--- config.mk ---
export PLATFORM = sky130hd
export DESIGN_NAME = fwd_sel_ctrl_flat
export DESIGN_NICKNAME = d
export VERILOG_FILES = /design/src/rtl/fwd_sel_if.sv /design/src/rtl/fwd_sel_ctrl.sv /design/src/flat_wrapper.sv
export SDC_FILE = /design/constraint.sdc
export NUM_CORES = 1
export LEC_CHECK = 0
export BUFFER_PORTS_ARGS = -buffer_cell sky130_fd_sc_hd__buf_4
export CAP_MARGIN = 20
export CELL_PAD_IN_SITES_DETAIL_PLACEMENT = 1
export CELL_PAD_IN_SITES_GLOBAL_PLACEMENT = 1
export CORE_ASPECT_RATIO = 0.5
export CORE_MARGIN = 2
export CORE_UTILIZATION = 30
export CTS_CLUSTER_DIAMETER = 30
export DETAILED_ROUTE_END_ITERATION = 6
export GPL_TIMING_DRIVEN = 0
export HOLD_SLACK_MARGIN = 0.05
export PLACE_DENSITY_LB_ADDON = 0.2
export SLEW_MARGIN = 40
export SYNTH_ARGS = -nofsm -noshare
export SYNTH_HDL_FRONTEND = slang
export SYNTH_SLANG_ARGS = --single-unit
--- constraint.sdc ---
create_clock -name clk -period 2.4 [get_ports clk]
set_clock_uncertainty 0.2 [all_clocks]
set_input_delay 0.24 -clock clk [delete_from_list [all_inputs] [get_ports clk]]
set_output_delay 0.24 -clock clk [all_outputs]
set_load 0.05 [all_outputs]
--- src/rtl/fwd_sel_if.sv ---
// Decode-side hazard bus between the D stage and the forwarding/stall controller.
// The D stage drives the source and destination fields, and the controller returns the stall and the mux selects.
interface fwd_sel_if #(
   parameter int TW = 2
);
   logic [4:0]    d_rs;
   logic [4:0]    d_rt;
   logic [TW-1:0] d_tuse_rs;
   logic [TW-1:0] d_tuse_rt;
   logic          d_wr_en;
   logic [4:0]    d_wr_addr;
   logic [TW-1:0] d_tnew;
   logic          stall;
   logic [1:0]    d_rs_sel;
   logic [1:0]    d_rt_sel;
   logic [1:0]    e_rs_sel;
   logic [1:0]    e_rt_sel;

   modport master (
      output d_rs, d_rt, d_tuse_rs, d_tuse_rt, d_wr_en, d_wr_addr, d_tnew,
      input  stall, d_rs_sel, d_rt_sel, e_rs_sel, e_rt_sel
   );

   modport slave (
      input  d_rs, d_rt, d_tuse_rs, d_tuse_rt, d_wr_en, d_wr_addr, d_tnew,
      output stall, d_rs_sel, d_rt_sel, e_rs_sel, e_rt_sel
   );
endinterface

--- src/rtl/fwd_sel_ctrl.sv ---
// Hazard controller: tracks in-flight writes in E/M/W with Tnew countdowns and derives the
// D-stage stall plus the forwarding selects for the D-stage compare and E-stage ALU operands.
module fwd_sel_ctrl #(
   parameter int TW = 2
) (
   input logic       clk,
   input logic       reset,
   fwd_sel_if.slave  bus
);
   logic          e_vld_q, e_vld_d;
   logic [4:0]    e_addr_q, e_addr_d;
   logic [TW-1:0] e_tnew_q, e_tnew_d;
   logic          m_vld_q, m_vld_d;
   logic [4:0]    m_addr_q, m_addr_d;
   logic [TW-1:0] m_tnew_q, m_tnew_d;
   logic          w_vld_q, w_vld_d;
   logic [4:0]    w_addr_q, w_addr_d;
   logic [4:0]    e_rs_q, e_rs_d;
   logic [4:0]    e_rt_q, e_rt_d;
   logic          stall_s;

   // A non-zero address match on a valid record; $0 can never match.
   function automatic logic rec_hit(input logic vld, input logic [4:0] addr, input logic [4:0] src);
      return vld && (addr != 5'd0) && (addr == src);
   endfunction

   // The nearest ready stage wins: M only when its result exists, otherwise W.
   function automatic logic [1:0] fwd_sel(input logic [4:0] src,
                                          input logic m_vld, input logic [4:0] m_addr,
                                          input logic [TW-1:0] m_tnew,
                                          input logic w_vld, input logic [4:0] w_addr);
      logic [1:0] sel;
      sel = 2'b00;
      if (rec_hit(m_vld, m_addr, src) && (m_tnew == {TW{1'b0}})) begin
         sel = 2'b01;
      end else if (rec_hit(w_vld, w_addr, src)) begin
         sel = 2'b10;
      end else begin
         sel = 2'b00;
      end
      return sel;
   endfunction

   // Stall when an E or M producer of a D source will not be ready by the time the source is used.
   always_comb begin
      stall_s = 1'b0;
      if ((rec_hit(e_vld_q, e_addr_q, bus.d_rs) && (e_tnew_q > bus.d_tuse_rs)) ||
          (rec_hit(m_vld_q, m_addr_q, bus.d_rs) && (m_tnew_q > bus.d_tuse_rs)) ||
          (rec_hit(e_vld_q, e_addr_q, bus.d_rt) && (e_tnew_q > bus.d_tuse_rt)) ||
          (rec_hit(m_vld_q, m_addr_q, bus.d_rt) && (m_tnew_q > bus.d_tuse_rt))) begin
         stall_s = 1'b1;
      end else begin
         stall_s = 1'b0;
      end
   end

   // Forwarding selects for the D compare and E ALU operands.
   always_comb begin
      bus.stall    = stall_s;
      bus.d_rs_sel = fwd_sel(bus.d_rs, m_vld_q, m_addr_q, m_tnew_q, w_vld_q, w_addr_q);
      bus.d_rt_sel = fwd_sel(bus.d_rt, m_vld_q, m_addr_q, m_tnew_q, w_vld_q, w_addr_q);
      bus.e_rs_sel = fwd_sel(e_rs_q, m_vld_q, m_addr_q, m_tnew_q, w_vld_q, w_addr_q);
      bus.e_rt_sel = fwd_sel(e_rt_q, m_vld_q, m_addr_q, m_tnew_q, w_vld_q, w_addr_q);
   end

   // Pipeline advance: M and W always shift, and E takes either the D instruction or a bubble.
   always_comb begin
      w_vld_d  = m_vld_q;
      w_addr_d = m_addr_q;
      m_vld_d  = e_vld_q;
      m_addr_d = e_addr_q;
      m_tnew_d = (e_tnew_q == {TW{1'b0}}) ? {TW{1'b0}} : (e_tnew_q - TW'(1));
      e_vld_d  = bus.d_wr_en;
      e_addr_d = bus.d_wr_addr;
      e_tnew_d = bus.d_tnew;
      e_rs_d   = bus.d_rs;
      e_rt_d   = bus.d_rt;
      if (stall_s) begin
         e_vld_d  = 1'b0;
         e_addr_d = 5'd0;
         e_tnew_d = {TW{1'b0}};
         e_rs_d   = 5'd0;
         e_rt_d   = 5'd0;
      end else begin
         e_vld_d  = bus.d_wr_en;
         e_addr_d = bus.d_wr_addr;
      end
   end

   // Stage record registers.
   always_ff @(posedge clk or posedge reset) begin
      if (reset) begin
         e_vld_q  <= 1'b0;
         e_addr_q <= 5'd0;
         e_tnew_q <= {TW{1'b0}};
         m_vld_q  <= 1'b0;
         m_addr_q <= 5'd0;
         m_tnew_q <= {TW{1'b0}};
         w_vld_q  <= 1'b0;
         w_addr_q <= 5'd0;
         e_rs_q   <= 5'd0;
         e_rt_q   <= 5'd0;
      end else begin
         e_vld_q  <= e_vld_d;
         e_addr_q <= e_addr_d;
         e_tnew_q <= e_tnew_d;
         m_vld_q  <= m_vld_d;
         m_addr_q <= m_addr_d;
         m_tnew_q <= m_tnew_d;
         w_vld_q  <= w_vld_d;
         w_addr_q <= w_addr_d;
         e_rs_q   <= e_rs_d;
         e_rt_q   <= e_rt_d;
      end
   end
endmodule

--- src/flat_wrapper.sv ---
// flat-port wrapper written by rule: the top's interface ports become plain ports
module fwd_sel_ctrl_flat 
#(
   parameter int TW = 2
)
  (clk, reset, bus_d_rs, bus_d_rt, bus_d_tuse_rs, bus_d_tuse_rt, bus_d_wr_en, bus_d_wr_addr, bus_d_tnew, bus_stall, bus_d_rs_sel, bus_d_rt_sel, bus_e_rs_sel, bus_e_rt_sel);
  fwd_sel_if #(.TW(TW)) bus_i ();
  input logic clk;
  input logic reset;
  input wire logic [$bits(bus_i.d_rs)-1:0] bus_d_rs;
  input wire logic [$bits(bus_i.d_rt)-1:0] bus_d_rt;
  input wire logic [$bits(bus_i.d_tuse_rs)-1:0] bus_d_tuse_rs;
  input wire logic [$bits(bus_i.d_tuse_rt)-1:0] bus_d_tuse_rt;
  input wire logic [$bits(bus_i.d_wr_en)-1:0] bus_d_wr_en;
  input wire logic [$bits(bus_i.d_wr_addr)-1:0] bus_d_wr_addr;
  input wire logic [$bits(bus_i.d_tnew)-1:0] bus_d_tnew;
  output wire logic [$bits(bus_i.stall)-1:0] bus_stall;
  output wire logic [$bits(bus_i.d_rs_sel)-1:0] bus_d_rs_sel;
  output wire logic [$bits(bus_i.d_rt_sel)-1:0] bus_d_rt_sel;
  output wire logic [$bits(bus_i.e_rs_sel)-1:0] bus_e_rs_sel;
  output wire logic [$bits(bus_i.e_rt_sel)-1:0] bus_e_rt_sel;
  assign bus_i.d_rs = bus_d_rs;
  assign bus_i.d_rt = bus_d_rt;
  assign bus_i.d_tuse_rs = bus_d_tuse_rs;
  assign bus_i.d_tuse_rt = bus_d_tuse_rt;
  assign bus_i.d_wr_en = bus_d_wr_en;
  assign bus_i.d_wr_addr = bus_d_wr_addr;
  assign bus_i.d_tnew = bus_d_tnew;
  assign bus_stall = bus_i.stall;
  assign bus_d_rs_sel = bus_i.d_rs_sel;
  assign bus_d_rt_sel = bus_i.d_rt_sel;
  assign bus_e_rs_sel = bus_i.e_rs_sel;
  assign bus_e_rt_sel = bus_i.e_rt_sel;
  fwd_sel_ctrl #(.TW(TW)) u_core (.clk(clk), .reset(reset), .bus(bus_i));
endmodule
Yosys cells after proc, flatten, opt, wreduce, memory -nomap -nowiden
Cells that the tools add are included.
{ "word_totals": {"out_inout_bits": 9, "regBits": 32, "in_bits": 24, "word_cells": 69} }
{ "classes": {"eq_ne": 10, "reduce_logical": 29, "mux": 15, "add_sub_neg": 1, "magnitude_cmp": 4} }
{ "op_table": {"columns": ["cell", "count"], "rows": [
  ["5-bit equality test", 10],
  ["1-bit logical AND", 21],
  ["2-bit two-way mux", 10],
  ["5-bit two-way mux", 3],
  ["5-bit nonzero test", 3],
  ["2-bit greater-than comparator", 4],
  ["2-bit logical NOT", 2],
  ["1-bit logical OR", 3],
  ["1-bit two-way mux", 2],
  ["2-bit by 1-bit subtractor with 2-bit output, second input constant", 1]
]} }

Logic depth before layout (Yosys ltp)
{ "depth": {"depth_word": 9, "mapped_depth": 9, "mapped_depth_nobuf": 7} }

Worst setup path before layout
Ideal clock, no wire load.
{ "synth_path": {"kind": "reg-to-output", "startpoint": "register u_core.m_addr_q[3]", "endpoint": "output port bus_e_rs_sel[1]", "path_stages_with_launch": 7, "required_time_ns": 1.960, "slack_ns": -1.522, "path_buffers": 1, "arrival_ns": 3.482, "path_cell_list": "dfrtp_1 buf_2 or4_4 o21ai_4 or3_2 nor4_1 nor4_1"} }
{ "synth_via": {"elab_chain_cells": 5, "elab_cells_between_ends": 6, "classes_between": "eq/ne: 1; mux: 1; reduce/logical: 4"} }
{ "synth_lines": {"columns": ["element", "line_no", "text"], "rows": [
  ["start, declared", "fwd_sel_ctrl.sv:14", "logic [4:0] m_addr_q, m_addr_d;"],
  ["start signal, assigned", "fwd_sel_ctrl.sv:108", "m_addr_q <= m_addr_d;"],
  ["5-bit nonzero test", "fwd_sel_ctrl.sv:24", "return vld && (addr != 5'd0) && (addr == src);"],
  ["1-bit logical AND", "fwd_sel_ctrl.sv:24", null],
  ["1-bit logical AND *", "fwd_sel_ctrl.sv:24", null],
  ["1-bit logical AND *", "fwd_sel_ctrl.sv:34", "if (rec_hit(m_vld, m_addr, src) && (m_tnew == {TW{1'b0}})) begin"],
  ["2-bit two-way mux *", "fwd_sel_ctrl.sv:34", null],
  ["end, declared", "flat_wrapper.sv:20", "output wire logic [$bits(bus_i.e_rs_sel)-1:0] bus_e_rs_sel;"]
]} }
Every way passes the cells marked *; elsewhere a longest branch is shown, timed or not.

Final worst setup path
{ "layout_path": {"startpoint": "register u_core.m_addr_q[3]", "endpoint": "output port bus_stall"} }
{ "layout_via": {"elab_chain_cells": 8, "elab_cells_between_ends": 12, "classes_between": "eq/ne: 2; mux: 1; reduce/logical: 9"} }
{ "layout_lines": {"columns": ["element", "line_no", "text"], "rows": [
  ["5-bit nonzero test", "fwd_sel_ctrl.sv:24", null],
  ["1-bit logical AND (2 in series)", "fwd_sel_ctrl.sv:24", null],
  ["1-bit logical AND", "fwd_sel_ctrl.sv:48", "(rec_hit(m_vld_q, m_addr_q, bus.d_rs) && (m_tnew_q > bus.d_tuse_rs)) ||"],
  ["1-bit logical OR", "fwd_sel_ctrl.sv:47", "if ((rec_hit(e_vld_q, e_addr_q, bus.d_rs) && (e_tnew_q > bus.d_tuse_rs)) ||"],
  ["1-bit logical OR", "fwd_sel_ctrl.sv:48", null],
  ["1-bit logical OR *", "fwd_sel_ctrl.sv:49", "(rec_hit(e_vld_q, e_addr_q, bus.d_rt) && (e_tnew_q > bus.d_tuse_rt)) ||"],
  ["1-bit two-way mux *", "fwd_sel_ctrl.sv:47", null],
  ["end, declared", "flat_wrapper.sv:17", "output wire logic [$bits(bus_i.stall)-1:0] bus_stall;"]
]} }
Marks and branches as above.

==> qor.csv <==
metric;value;unit
drt_pass1_iterations;4;
crit_path_cell_trace;buf_6 -> or4_4 -> o21ai_4 -> a211oi_2 -> a22o_2 -> or2_4 -> buf_8;
combinational_power_share;18.8;%
fp-row-count;20;
stdcell_area;0.002820;mm²
maxUsedRoutingLayer;met4;
worstHoldStart;bus_d_rs[1];
cp_data_required_time;1.96;ns
endpoint_worst_hold;u_core.e_rs_q[1]$_DFF_PP0_;
grt_start_max_net_pins;33;
hold_violations;0;
fin_crit;2.682;ns
worstMarginPinSlew;0.6919;ns
met2WireLength;2514;µm
drt-vias-per-instance;4.622;
clock_share_of_power;45.2;%
netlist.area_leader.share;41.45;%
port_buffers;32;
routed-wl-met3;189;µm
drc;0;
hpwl;4047;µm
setup-violations-final;19;
wl_per_cell;17.89;µm
worst_r2r_endpoint;u_core.e_rs_q[3]$_DFF_PP0_;
critical_path_peak_fanout;3;
routed-via-count;1442;
num_antenna_cells;0;
netlist_area;0.001932;mm²
cts_tree;built;
synth_enable_flop_cells;0;
wirelength_met1;2843;µm
clockRootBuffer;sky130_fd_sc_hd__clkbuf_16;
period_share;111.8;%
antenna_found_initial;0;
critPathMaxStageDelay;0.52;ns
areaGrowthSynthToFinish;45.98;%
final_layout_size_suffix_gt1_share;41.96;%
cts_max_path_buffers;2;
detailed_place.area;0.002380;mm²
synthDominantAreaCellType;sky130_fd_sc_hd__dfrtp_1;
totalNegativeSetupSlack;-2.015;ns
cellInternalPower;1.285;mW
run_status;finished with violations;
failed_checks;setup timing;
post_synth.cell_area_avg;11.17;µm²
powerDensity;613.6;mW/mm²
crit_path_top_delay_cell;sky130_fd_sc_hd__or4_4;
asyncSetResetFlopFracSynth;100.0;%
switchingPower;444.9;µW
vdd_drop_max;0.2871;mV
pwr-share-seq;36.0;%
dpl.cell_count;293;
rsz0062_at_grt;true;
global_route.usage.total;16.52;%
global_route.overflow_total;0;
crit_type;flop to output port;
gp_routability_congestion;0.7508;
timing.reg2reg.worst_path_depth;9;
fmax;372.8;MHz
layout_commonest_cell;sky130_fd_sc_hd__xor2_1;
cts_htree_levels;2;
yosysWarnings;0;
ff2ff_setup_slack;-0.07;ns
report.power.total;1.730;mW
io_pins;33;
critical_path.n_buffers_inverters;2;
initial_utilization;31.38;%
max_cap_viol_count;0;
ys_top_cells_by_area;sky130_fd_sc_hd__dfrtp_1 (41%), sky130_fd_sc_hd__xor2_1 (15%), sky130_fd_sc_hd__xnor2_1 (8.2%), sky130_fd_sc_hd__nor3b_2 (6.5%), sky130_fd_sc_hd__ha_1 (5.2%);
finish.net_count;255;
first_global_vias;1536;
dr.first_iter.drc_count;42;
layout_cells_excl_fill;312;
dp_slack;-0.1753;ns
final_core_utilization;45.81;%
final_antenna_net_count;0;
clk_transition_reported_paths;0.05;ns
final.hold.worst_slack;0.07870;ns
first_pass_grt_wire_length;8625;µm
synth-seq-cells;32;
synth_ff_type;sky130_fd_sc_hd__dfrtp_1;
detail_route.wirelength;5583;µm
critPathTopFamily;simple AND/OR/NAND/NOR gates;
syn_nets;205;
start_kind;flop;
core;0.006156;mm²
setup_ws;-0.2822;ns
timing.slew.headroom;53.80;%
die-area;0.007137;mm²
mostFrequentLayoutCells;sky130_fd_sc_hd__xor2_1 (32), sky130_fd_sc_hd__buf_4 (29), sky130_fd_sc_hd__dfrtp_1 (28), sky130_fd_sc_hd__xnor2_1 (18), sky130_fd_sc_hd__buf_6 (13);
synth_seq_area_share;41.45;%
power_leakage;1.200;nW
p_sw_share;25.71;%
worstHoldPathCells;2;
tritoncts.num_buffers;5;
slew_viols_final;0;
worst_setup_path_end_kind;output port;
clock_insertion_delay_at_the_later_pin_of_the_skew_report;0.28;ns
synth.lib_cells_used.distinct;30;
startpoint_of_the_worst_register_to_register_path;u_core.m_addr_q[3]$_DFF_PP0_;
dieHeight;60.75;µm
worst_ep_arrival_time;2.24;ns
synth_cells;173;
clock-sinks;32;
die_w;117.5;µm
worst_hold_path_type;input pin to flop;
worst max path at each step:
stage	startpoint	endpoint	slack, ns	cells after the start
after floorplan	u_core.m_addr_q[0]$_DFF_PP0_	bus_e_rs_sel[1]	-0.07	6
after global placement	u_core.m_addr_q[3]$_DFF_PP0_	bus_stall	-0.18	8
after detailed placement	u_core.m_addr_q[3]$_DFF_PP0_	bus_stall	-0.18	8
after CTS	u_core.m_addr_q[3]$_DFF_PP0_	bus_stall	-0.37	8
after global routing	u_core.m_addr_q[3]$_DFF_PP0_	bus_stall	-0.34	7
final	u_core.m_addr_q[3]$_DFF_PP0_	bus_stall	-0.28	7
power by group through the flow:
stage          clock network [mW]  registers (mW)  logic (mW)
2_1_floorplan                   0           0.607       0.208
3_3_place_gp                    0           0.617       0.290
3_5_place_dp                    0           0.618       0.299
4_1_cts                     0.781           0.620       0.320
5_1_grt                     0.811           0.628       0.356
6_report                    0.782           0.623       0.326
cells in the mapped netlist (2+ instances only):
| cell type | instances |
|---|---|
| sky130_fd_sc_hd__nor3b_1 | 8 |
| sky130_fd_sc_hd__dfrtp_1 | 32 |
| sky130_fd_sc_hd__xnor2_1 | 18 |
| sky130_fd_sc_hd__nand3_1 | 4 |
| sky130_fd_sc_hd__ha_1 | 8 |
| sky130_fd_sc_hd__and2_1 | 3 |
| sky130_fd_sc_hd__nor3_1 | 3 |
| sky130_fd_sc_hd__nand4_1 | 2 |
| sky130_fd_sc_hd__or4_1 | 6 |
| sky130_fd_sc_hd__buf_6 | 2 |
| sky130_fd_sc_hd__a21oi_1 | 4 |
| sky130_fd_sc_hd__buf_2 | 7 |
| sky130_fd_sc_hd__nor4_1 | 8 |
| sky130_fd_sc_hd__inv_1 | 9 |
| sky130_fd_sc_hd__nand2_1 | 2 |
| sky130_fd_sc_hd__xor2_1 | 32 |
| sky130_fd_sc_hd__clkbuf_1 | 3 |
| sky130_fd_sc_hd__nor3b_2 | 10 |
logic make-up (layout without fill, tap and decap cells):
family	after synthesis	count (layout)	synth area share (%)
flops	32	32	41.45
fa+ha+maj	8	8	5.182
xor+xnor	50	50	22.67
compound gates	10	10	4.210
simple gates	50	50	19.95
buf+inv	23	74	6.541
area by class of cell:
cell class,count,area (µm²)
sequential,32,805.8
buffer,7,75.07
clock buffer,7,152.6
timing repair buffer,50,454.2
fill,681,3336
tap,88,110.1
multi-input combinational,118,1159
clock inverter,1,30.03
inverter,9,33.78
registers in the layout (all words and copies together), names as in the netlist:
register and count:
u_core.e_addr_q 5, u_core.e_rs_q 5, u_core.e_rt_q 5, u_core.m_addr_q 5
u_core.w_addr_q 5, u_core.e_tnew_q 2, u_core.m_tnew_q 2, u_core.e_vld_q 1
u_core.m_vld_q 1, u_core.w_vld_q 1
layer usage:
| layer | vias up | track usage, % |
|---|---|---|
| met5 | - | 0 |
| met4 | 0 | 3.614 |
| met3 | 4 | 3.665 |
| met2 | 21 | 26.98 |
| met1 | 732 | 23.07 |
| li1 | 685 | - |
timing repair:
action / CTS / global route
setup endpoints to repair: 19 / 24
hold buffers: 9 / 0
cloned: 0 / 0
hold endpoints to repair: 40 / 0
setup buffers: 5 / 4
pin swaps: 7 / 4
resized for setup: 23 / 17
Note: power is estimated with default switching activity, not from simulation.
